File: src/rtl/bus_periph_responder.sv
// Bus peripheral responder: CSR bank, external pins, change interrupt,
// and a halting req/ack bridge to a slow backend on register slot 5.
module bus_periph_responder #(
    parameter int unsigned                ADDR_WIDTH     = 32,
    parameter int unsigned                DATA_WIDTH     = 32,
    parameter logic [ADDR_WIDTH-1:0]      BASE_ADDR      = ADDR_WIDTH'(32'h0000_9000),
    parameter int unsigned                TIMEOUT_CYCLES = 255,
    parameter logic [DATA_WIDTH-1:0]      TIMEOUT_DATA   = DATA_WIDTH'(32'hDEAD_BEEF)
) (
    input  logic                  clk_i,
    input  logic                  reset_i,
    input  logic [ADDR_WIDTH-1:0] address_i,
    input  logic [DATA_WIDTH-1:0] wdata_i,
    input  logic                  we_i,
    input  logic [3:0]            we_ram_i,
    output logic [DATA_WIDTH-1:0] rdata_o,
    output logic                  halt_o,
    output logic                  irq_o,
    input  logic [DATA_WIDTH-1:0] external_data_i,
    output logic [DATA_WIDTH-1:0] external_data_o,
    output logic                  slow_req_o,
    output logic                  slow_we_o,
    output logic [DATA_WIDTH-1:0] slow_wdata_o,
    input  logic [DATA_WIDTH-1:0] slow_rdata_i,
    input  logic                  slow_ack_i
);

    localparam int unsigned IDX_W = 3;
    localparam int unsigned TMR_W = $clog2(TIMEOUT_CYCLES + 1);

    localparam logic [IDX_W-1:0] IDX_CTRL   = IDX_W'(0);
    localparam logic [IDX_W-1:0] IDX_STATUS = IDX_W'(1);
    localparam logic [IDX_W-1:0] IDX_EXTOUT = IDX_W'(2);
    localparam logic [IDX_W-1:0] IDX_EXTIN  = IDX_W'(3);
    localparam logic [IDX_W-1:0] IDX_CHGCNT = IDX_W'(4);
    localparam logic [IDX_W-1:0] IDX_SLOW   = IDX_W'(5);

    typedef enum logic [1:0] {S_IDLE, S_REQ, S_DONE} state_e;

    state_e                  state_q, state_d;
    logic                    served_q, served_d;
    logic [TMR_W-1:0]        timer_q, timer_d;
    logic                    slow_req_q, slow_req_d;
    logic                    slow_we_q, slow_we_d;
    logic [DATA_WIDTH-1:0]   slow_wdata_q, slow_wdata_d;
    logic [DATA_WIDTH-1:0]   slow_rdata_q, slow_rdata_d;
    logic                    irq_en_q, irq_en_d;
    logic [DATA_WIDTH-1:0]   ext_out_q, ext_out_d;
    logic [DATA_WIDTH-1:0]   ext_in_q;
    logic [DATA_WIDTH-1:0]   chg_cnt_q, chg_cnt_d;
    logic                    chg_pend_q, chg_pend_d;
    logic                    timeout_q, timeout_d;
    logic                    irq_q, irq_d;
    logic [DATA_WIDTH-1:0]   rdata_q, rdata_d;

    logic                    sel_c, slot5_c, wr_c, chg_c, soft_clr_c, timeout_set_c, busy_c;
    logic [IDX_W-1:0]        idx_c;
    logic [3:0]              lanes_c;
    logic [DATA_WIDTH-1:0]   wmask_c;
    logic                    unused_addr_lsb;

    // Address decode and byte-lane write mask (no lanes means full word)
    assign sel_c           = (address_i[ADDR_WIDTH-1:5] == BASE_ADDR[ADDR_WIDTH-1:5]);
    assign idx_c           = address_i[4:2];
    assign unused_addr_lsb = ^address_i[1:0];
    assign slot5_c         = sel_c && (idx_c == IDX_SLOW);
    assign wr_c            = sel_c && we_i;
    assign lanes_c         = (we_ram_i == 4'b0000) ? 4'b1111 : we_ram_i;
    assign wmask_c         = {{8{lanes_c[3]}}, {8{lanes_c[2]}}, {8{lanes_c[1]}}, {8{lanes_c[0]}}};
    assign soft_clr_c      = wr_c && (idx_c == IDX_CTRL) && lanes_c[0] && wdata_i[1];
    assign chg_c           = (external_data_i != ext_in_q);
    assign busy_c          = (state_q != S_IDLE);

    // Stall from the first cycle of an unserved slot-5 access; dropped while in reset
    assign halt_o = reset_i && slot5_c && !served_q;

    assign rdata_o         = rdata_q;
    assign irq_o           = irq_q;
    assign external_data_o = ext_out_q;
    assign slow_req_o      = slow_req_q;
    assign slow_we_o       = slow_we_q;
    assign slow_wdata_o    = slow_wdata_q;

    // Slow-backend FSM next state and handshake datapath
    always_comb begin
        state_d       = state_q;
        served_d      = served_q;
        timer_d       = timer_q;
        slow_req_d    = 1'b0;
        slow_we_d     = slow_we_q;
        slow_wdata_d  = slow_wdata_q;
        slow_rdata_d  = slow_rdata_q;
        timeout_set_c = 1'b0;
        case (state_q)
            S_IDLE: begin
                if (slot5_c && !served_q) begin
                    slow_we_d    = we_i;
                    slow_wdata_d = wdata_i;
                    timer_d      = '0;
                    slow_req_d   = 1'b1;
                    state_d      = S_REQ;
                end
            end
            S_REQ: begin
                timer_d    = timer_q + TMR_W'(1);
                slow_req_d = 1'b1;
                if (slow_ack_i) begin
                    if (!slow_we_q) slow_rdata_d = slow_rdata_i;
                    slow_req_d = 1'b0;
                    served_d   = 1'b1;
                    state_d    = S_DONE;
                end else if (timer_q == TMR_W'(TIMEOUT_CYCLES - 1)) begin
                    timeout_set_c = 1'b1;
                    slow_rdata_d  = TIMEOUT_DATA;
                    slow_req_d    = 1'b0;
                    served_d      = 1'b1;
                    state_d       = S_DONE;
                end
            end
            S_DONE:  state_d = S_IDLE;
            default: state_d = S_IDLE;
        endcase
        if (!slot5_c) served_d = 1'b0;
    end

    // Register bank updates; status sets take priority over clears
    always_comb begin
        irq_en_d   = irq_en_q;
        ext_out_d  = ext_out_q;
        chg_cnt_d  = chg_cnt_q;
        chg_pend_d = chg_pend_q;
        timeout_d  = timeout_q;
        if (wr_c && (idx_c == IDX_CTRL) && lanes_c[0]) irq_en_d = wdata_i[0];
        if (wr_c && (idx_c == IDX_EXTOUT)) ext_out_d = (ext_out_q & ~wmask_c) | (wdata_i & wmask_c);
        if (wr_c && (idx_c == IDX_STATUS)) begin
            if (lanes_c[0] && wdata_i[0]) chg_pend_d = 1'b0;
            if (lanes_c[0] && wdata_i[2]) timeout_d  = 1'b0;
        end
        if (soft_clr_c) begin
            chg_cnt_d  = '0;
            chg_pend_d = 1'b0;
            timeout_d  = 1'b0;
        end
        if (chg_c) begin
            chg_cnt_d  = chg_cnt_d + DATA_WIDTH'(1);
            chg_pend_d = 1'b1;
        end
        if (timeout_set_c) timeout_d = 1'b1;
        irq_d = irq_en_d && chg_pend_d;
    end

    // Read mux, zero outside the window
    always_comb begin
        rdata_d = '0;
        if (sel_c) begin
            case (idx_c)
                IDX_CTRL:   rdata_d = {{(DATA_WIDTH-1){1'b0}}, irq_en_q};
                IDX_STATUS: rdata_d = {{(DATA_WIDTH-3){1'b0}}, timeout_q, busy_c, chg_pend_q};
                IDX_EXTOUT: rdata_d = ext_out_q;
                IDX_EXTIN:  rdata_d = ext_in_q;
                IDX_CHGCNT: rdata_d = chg_cnt_q;
                IDX_SLOW:   rdata_d = slow_rdata_q;
                default:    rdata_d = '0;
            endcase
        end
    end

    // State and register storage
    always_ff @(posedge clk_i or negedge reset_i) begin
        if (!reset_i) begin
            state_q      <= S_IDLE;
            served_q     <= 1'b0;
            timer_q      <= '0;
            slow_req_q   <= 1'b0;
            slow_we_q    <= 1'b0;
            slow_wdata_q <= '0;
            slow_rdata_q <= '0;
            irq_en_q     <= 1'b0;
            ext_out_q    <= '0;
            ext_in_q     <= '0;
            chg_cnt_q    <= '0;
            chg_pend_q   <= 1'b0;
            timeout_q    <= 1'b0;
            irq_q        <= 1'b0;
            rdata_q      <= '0;
        end else begin
            state_q      <= state_d;
            served_q     <= served_d;
            timer_q      <= timer_d;
            slow_req_q   <= slow_req_d;
            slow_we_q    <= slow_we_d;
            slow_wdata_q <= slow_wdata_d;
            slow_rdata_q <= slow_rdata_d;
            irq_en_q     <= irq_en_d;
            ext_out_q    <= ext_out_d;
            ext_in_q     <= external_data_i;
            chg_cnt_q    <= chg_cnt_d;
            chg_pend_q   <= chg_pend_d;
            timeout_q    <= timeout_d;
            irq_q        <= irq_d;
            rdata_q      <= rdata_d;
        end
    end

endmodule

File: config.mk
export PLATFORM = sky130hd
export DESIGN_NAME = bus_periph_responder
export DESIGN_NICKNAME = d
export VERILOG_FILES = /design/src/rtl/bus_periph_responder.sv
export SDC_FILE = /design/constraint.sdc
export NUM_CORES = 1
export LEC_CHECK = 0
export CORE_MARGIN = 2
export CORE_UTILIZATION = 25
export DETAILED_ROUTE_END_ITERATION = 7
export GPL_ROUTABILITY_DRIVEN = 0
export GPL_TIMING_DRIVEN = 1
export SETUP_SLACK_MARGIN = 0.5
export SLEW_MARGIN = 20
export SYNTH_ARGS = -nofsm -noshare
export SYNTH_HDL_FRONTEND = slang
export SYNTH_SLANG_ARGS = --single-unit
File: constraint.sdc
create_clock -name clk_i -period 2.4 [get_ports clk_i]
set_input_delay 0.6 -clock clk_i [delete_from_list [all_inputs] [get_ports clk_i]]
set_output_delay 0.6 -clock clk_i [all_outputs]
set_load 0.005 [all_outputs]
After elaboration in Yosys (flattened, before gate mapping) --
Index checks and enable logic that the tools add are counted.
Operators by class: reduce and logical (&&, ||, !) cells 28, muxes and demuxes 34, eq/ne operators 14, bitwise logic cells 4, add/subtract/negate cells 2
Operators with widths (count):
- 2-to-1 mux 32 bit | 6
- case mux 32 bit (6 select lines) | 1
- bitwise AND 32 bit | 2
- adder 32 x 1 -> 32 bit (second input constant) | 1
- inequality test 32 bit | 1
- NOT 32 bit | 1
- bitwise OR 32 bit | 1
- == test 27 x 11 -> 1 bit (second input constant) | 1
- 2-to-1 mux 1 bit | 19
- case mux 8 bit (2 select lines) | 1
- logical AND 1 bit | 13
- AND reduction 2 bit | 5
- adder 8 x 1 -> 8 bit (second input constant) | 1
- == test 8 bit (second input constant) | 1
- 2-to-1 mux 8 bit | 1
- == test 3 x 2 -> 1 bit (second input constant) | 2
- == test 3 bit (second input constant) | 2
- 2-to-1 mux 2 bit | 3
- nonzero test 2 bit | 3
- nonzero test 3 bit | 2
- zero test 4 bit | 1
- 2-to-1 mux 4 bit | 1
- inequality test 2 bit (second input constant) | 2
- case mux 2 bit (2 select lines) | 1
- other kinds (10) | 10
Word-level totals: word-level logic and storage cells 97, flip-flop bits (word level) 209

Longest topological paths before layout --
word-level depth 8, gate-level depth with buffers 12

Least setup slack after synthesis --
Ideal clock, no wire load.
path type input to register, from in address_i[4], to reg chg_cnt_q[28], data required time 2.269 ns, path slack -0.200 ns, stages 12, arrival time 2.469 ns, cells stage by stage buf_6 nor4b_4 o211ai_1 or3_4 buf_6 and2_4 ha_1 nand3_1 nor2_1 nand3_1 a211oi_1 mux2i_1
Between the ends: word-level cells in the longest chain between the ends 7
Ends and longest elaborated chain:
- from (decl) | RTL line 12 | input logic [ADDR_WIDTH-1:0] address_i,
- zero test 3 bit * | RTL line 70 | assign soft_clr_c = wr_c && (idx_c == IDX_CTRL) && lanes_c[0] && wdata_i[1];
- logical AND 1 bit * (3 in series) | RTL line 70
- 2-to-1 mux 32 bit * | RTL line 139 | if (soft_clr_c) begin
- adder 32 x 1 -> 32 bit | RTL line 145 | chg_cnt_d = chg_cnt_d + DATA_WIDTH'(1);
- 2-to-1 mux 32 bit * | RTL line 144 | if (chg_c) begin
- via chg_cnt_d[28] | RTL line 50 | logic [DATA_WIDTH-1:0] chg_cnt_q, chg_cnt_d;
- to (signal assigned) | RTL line 197 | chg_cnt_q <= chg_cnt_d;
- to (decl) | RTL line 50
Mark *: on every way through the listed nets, which the timed path passes. The rest lies on a longest branch. A chain may end at the register's enable or synchronous reset.

Worst setup path in the final report --
from in address_i[28], to reg chg_pend_q
Between the ends: word-level cells in the longest chain between the ends 7, elaborated cells between the ends (all ways) 9, classes of those cells eq/ne: 1; mux: 3; reduce/logical: 5
Ends and longest elaborated chain:
- == test 27 x 11 -> 1 bit * | RTL line 63 | assign sel_c = (address_i[ADDR_WIDTH-1:5] == BASE_ADDR[ADDR_WIDTH-1:5]);
- logical AND 1 bit * | RTL line 67 | assign wr_c = sel_c && we_i;
- logical AND 1 bit (3 in series) | RTL line 70
- 2-to-1 mux 1 bit * | RTL line 139
- 2-to-1 mux 1 bit * | RTL line 144
- via chg_pend_d | RTL line 51 | logic chg_pend_q, chg_pend_d;
- to (signal assigned) | RTL line 198 | chg_pend_q <= chg_pend_d;
- to (decl) | RTL line 51
Marks and branches as above.

==> run metrics <==
Hold WS around 0.11 ns; syn_area_per_cell between 10 and 15 um2; cell row count 71; worst r2r path cells 8; Crit Path Category input port to flop; initial core utilization about a quarter; Post-Syn Area 9620 um2; Setup crit start kind input port; grt ovf 0; final setup margin -0.0419 ns; Clock Latency Late Sink 0.52 ns; htree depth 1; ys async rst share 100%; die area 40100 um2; Post-DP Area 13500 um2; Max-slew headroom about half; P_leak 8.53 nW; CTS Buf Count 24; wire per inst 20.7 um; P&R area growth vs syn 70.9%; Initial DRC Count 589; total power 8.15 mW; final instance area 16400 um2; reg-to-reg setup timing slack 0.38 ns; clock sink count 209; Top FF cell, synth dfrtp_1; arrival time worst endpoint about 2.9 ns; Post-layout nets 1464; Clock Tree Buf Depth 3; post-route ant nets 0; RSZ-0062 raised after global routing yes; worst setup path startpoint address_i[28]; initial antenna violation count 10; critical path required time 2.80 ns; post-route clock period utilization 102%; Max-Cap Viols 0; TritonCTS clock tree yes; post-DP HPWL 24400 um; placed insts 1702; r2r startpoint ext_in_q[22]; num ports around 240; Final Setup Violations 3; final hold viol count 0; Syn Nets 1063; commonest non-fill, non-tap cells in the layout dfrtp_1, nand2_1, buf_4; first-pass GRT wire length ~55000 um; ratio of cells with drive above 1 in the final layout 34.5%; DP Worst Slack -0.669 ns; Die Span X 200 um; Root Driver clkbuf_16; status finished with violations; EDFF count, synth 0; largest net degree at the start of global routing ~130; Total GRT Usage 17.7%; DR vias/cell 4.78; failing checks negative setup slack; Yosys Warn Count 0; via count between 8000 and 9000; Worst Setup EP chg_pend_q; Setup Skew 0.0142 ns; cts-stage hold buffer count 0; Slew Viols, Final 0; Netlist cell types 58; Mapped Cells slightly above 900; VDD IR max approximately 0.00043 V; reg2reg end chg_cnt_q[22]; Pre-antenna DRT Iters 5; Synth Register Bits about 210; Worst-path clk slew 0.06 ns; Hold Path Class input port to async pin; minimum clock period about 2.4 ns; Achievable Freq 0.410 GHz; Post-Layout Cell Count 1856; Worst setup EP type flop; sequential area share after synthesis approximately 54%; crit-path max FO 2; DIE HEIGHT roughly 200 um; DRC viols 0; vias in the first global route 8914; final WL 38400 um; Port Buffer Count 233; fill cell total of the finished layout 3464; Power Density 496 nW/um2; core area 37800 um2; Worst Tran Pin Value just under 0.8 ns; commonest non-fill, non-tap cell in the layout dfrtp_1
[where the power goes]
part | internal (mW) | switching (mW) | total, mW
combinational | 0.394 | 0.362 | 0.756
sequential | 3.62 | 0.0708 | 3.69
clock | 2.23 | 1.47 | 3.70
total | 6.25 | 1.90 | 8.15
[layer usage]
layer | global-route usage [%] | share of wire [%] | wire length [um] | vias to the layer above
met1 | 24.7 | 44 | 17000 | 4392
li1 | - | - | - | 4075
met5 | 0 | 0.11 | 41 | -
met3 | 5.21 | 8.1 | 3100 | 54
met2 | 26.8 | 45 | 17400 | 339
met4 | 4.85 | 2.4 | 905 | 6
[cells in the mapped netlist (4+ instances only)]
library cell | number | area, um2
o2111a_1 | 4 | 45.0
or2b_1 | 7 | 52.6
xnor2_1 | 33 | 289
buf_6 | 5 | 56.3
inv_1 | 34 | 128
nor3_1 | 14 | 70.1
clkbuf_1 | 28 | 105
nor2_1 | 37 | 139
buf_2 | 22 | 110
dfrtp_1 | 209 | 5230
a21o_1 | 4 | 30.0
nand2b_1 | 20 | 125
nor4_1 | 8 | 50.1
mux2i_1 | 29 | 290
nand4_1 | 18 | 113
o21ai_1 | 7 | 35.0
o21ai_0 | 13 | 65.1
a21oi_1 | 56 | 280
a31oi_1 | 26 | 163
nand2_1 | 156 | 586
a22oi_1 | 58 | 435
mux2_1 | 32 | 360
nand3_1 | 34 | 170
and3_1 | 8 | 50.1
[kinds of logic (layout without fill, tap and decap cells)]
logic type	Yosys count	count (layout)	share of synthesized area [%]
AO/OA/AOI/OAI	192	192	13.1
XOR/XNOR	35	35	3.27
adder cells (fa/ha/maj)	3	3	0.390
buffers and inverters	92	506	4.38
flip-flops	209	209	54.4
multiplexers	63	63	7.00
other	0	6	0
AND/OR/NAND/NOR	330	331	17.5
[how the worst min path moves through the flow]
stage                startpoint          endpoint  slack (ns)  depth (start not counted)
2_1_floorplan           reset_i         async pin        0.30                          0
3_3_place_gp   slow_wdata_o[18]  slow_wdata_o[18]        0.45                          2
3_5_place_dp   slow_wdata_o[18]  slow_wdata_o[18]        0.46                          2
4_1_cts                 reset_i  slow_wdata_o[31]        0.11                          2
5_1_grt                 reset_i  slow_wdata_o[25]        0.13                          2
6_report                reset_i   slow_wdata_o[5]        0.11                          2
[per-stage QoR]
stage / TNS [ns] / util [%]
5_1_grt: -0.392 / 43.5
3_5_place_dp: -56.86 / 35.7
3_3_place_gp: -54.91 / 35.7
6_report: -0.0786 / 43.5
4_1_cts: 0 / 40.7
2_1_floorplan: -1.47 / -
[final cells by class]
class                           instances  area [um2]  share of cell area [%]
Sequential cell                       209        5240                    31.9
Multi-Input combinational cell        624        4970                    30.3
Timing Repair Buffer                  432        4650                    28.3
Clock buffer                           36         747                    4.54
Tap cell                              511         639                    3.89
Inverter                               34         128                   0.776
Clock inverter                          4        45.0                   0.274
Antenna cell                            6        15.0                  0.0913
[worst max-delay path, cell delays in order]
cell     delay (ns)
buf_4          0.13
nor4_4         0.26
nand4_1        0.17
buf_4          0.18
buf_6          0.10
buf_6          0.10
buf_6          0.10
buf_6          0.10
buf_6          0.10
buf_6          0.10
buf_6          0.10
buf_6          0.10
buf_6          0.10
buf_6          0.10
buf_6          0.11
o31ai_4        0.15
a31o_2         0.16
nand2_1        0.07
[timing repair]
action | CTS | global route
cloned | 10 | 4
pin swaps | 62 | 56
endpoints found under the hold margin | 0 | 0
gates resized for setup | 317 | 216
setup endpoints to repair | 243 | 206
setup buffers | 65 | 29
No activity file was read; power rests on OpenSTA's default activity.
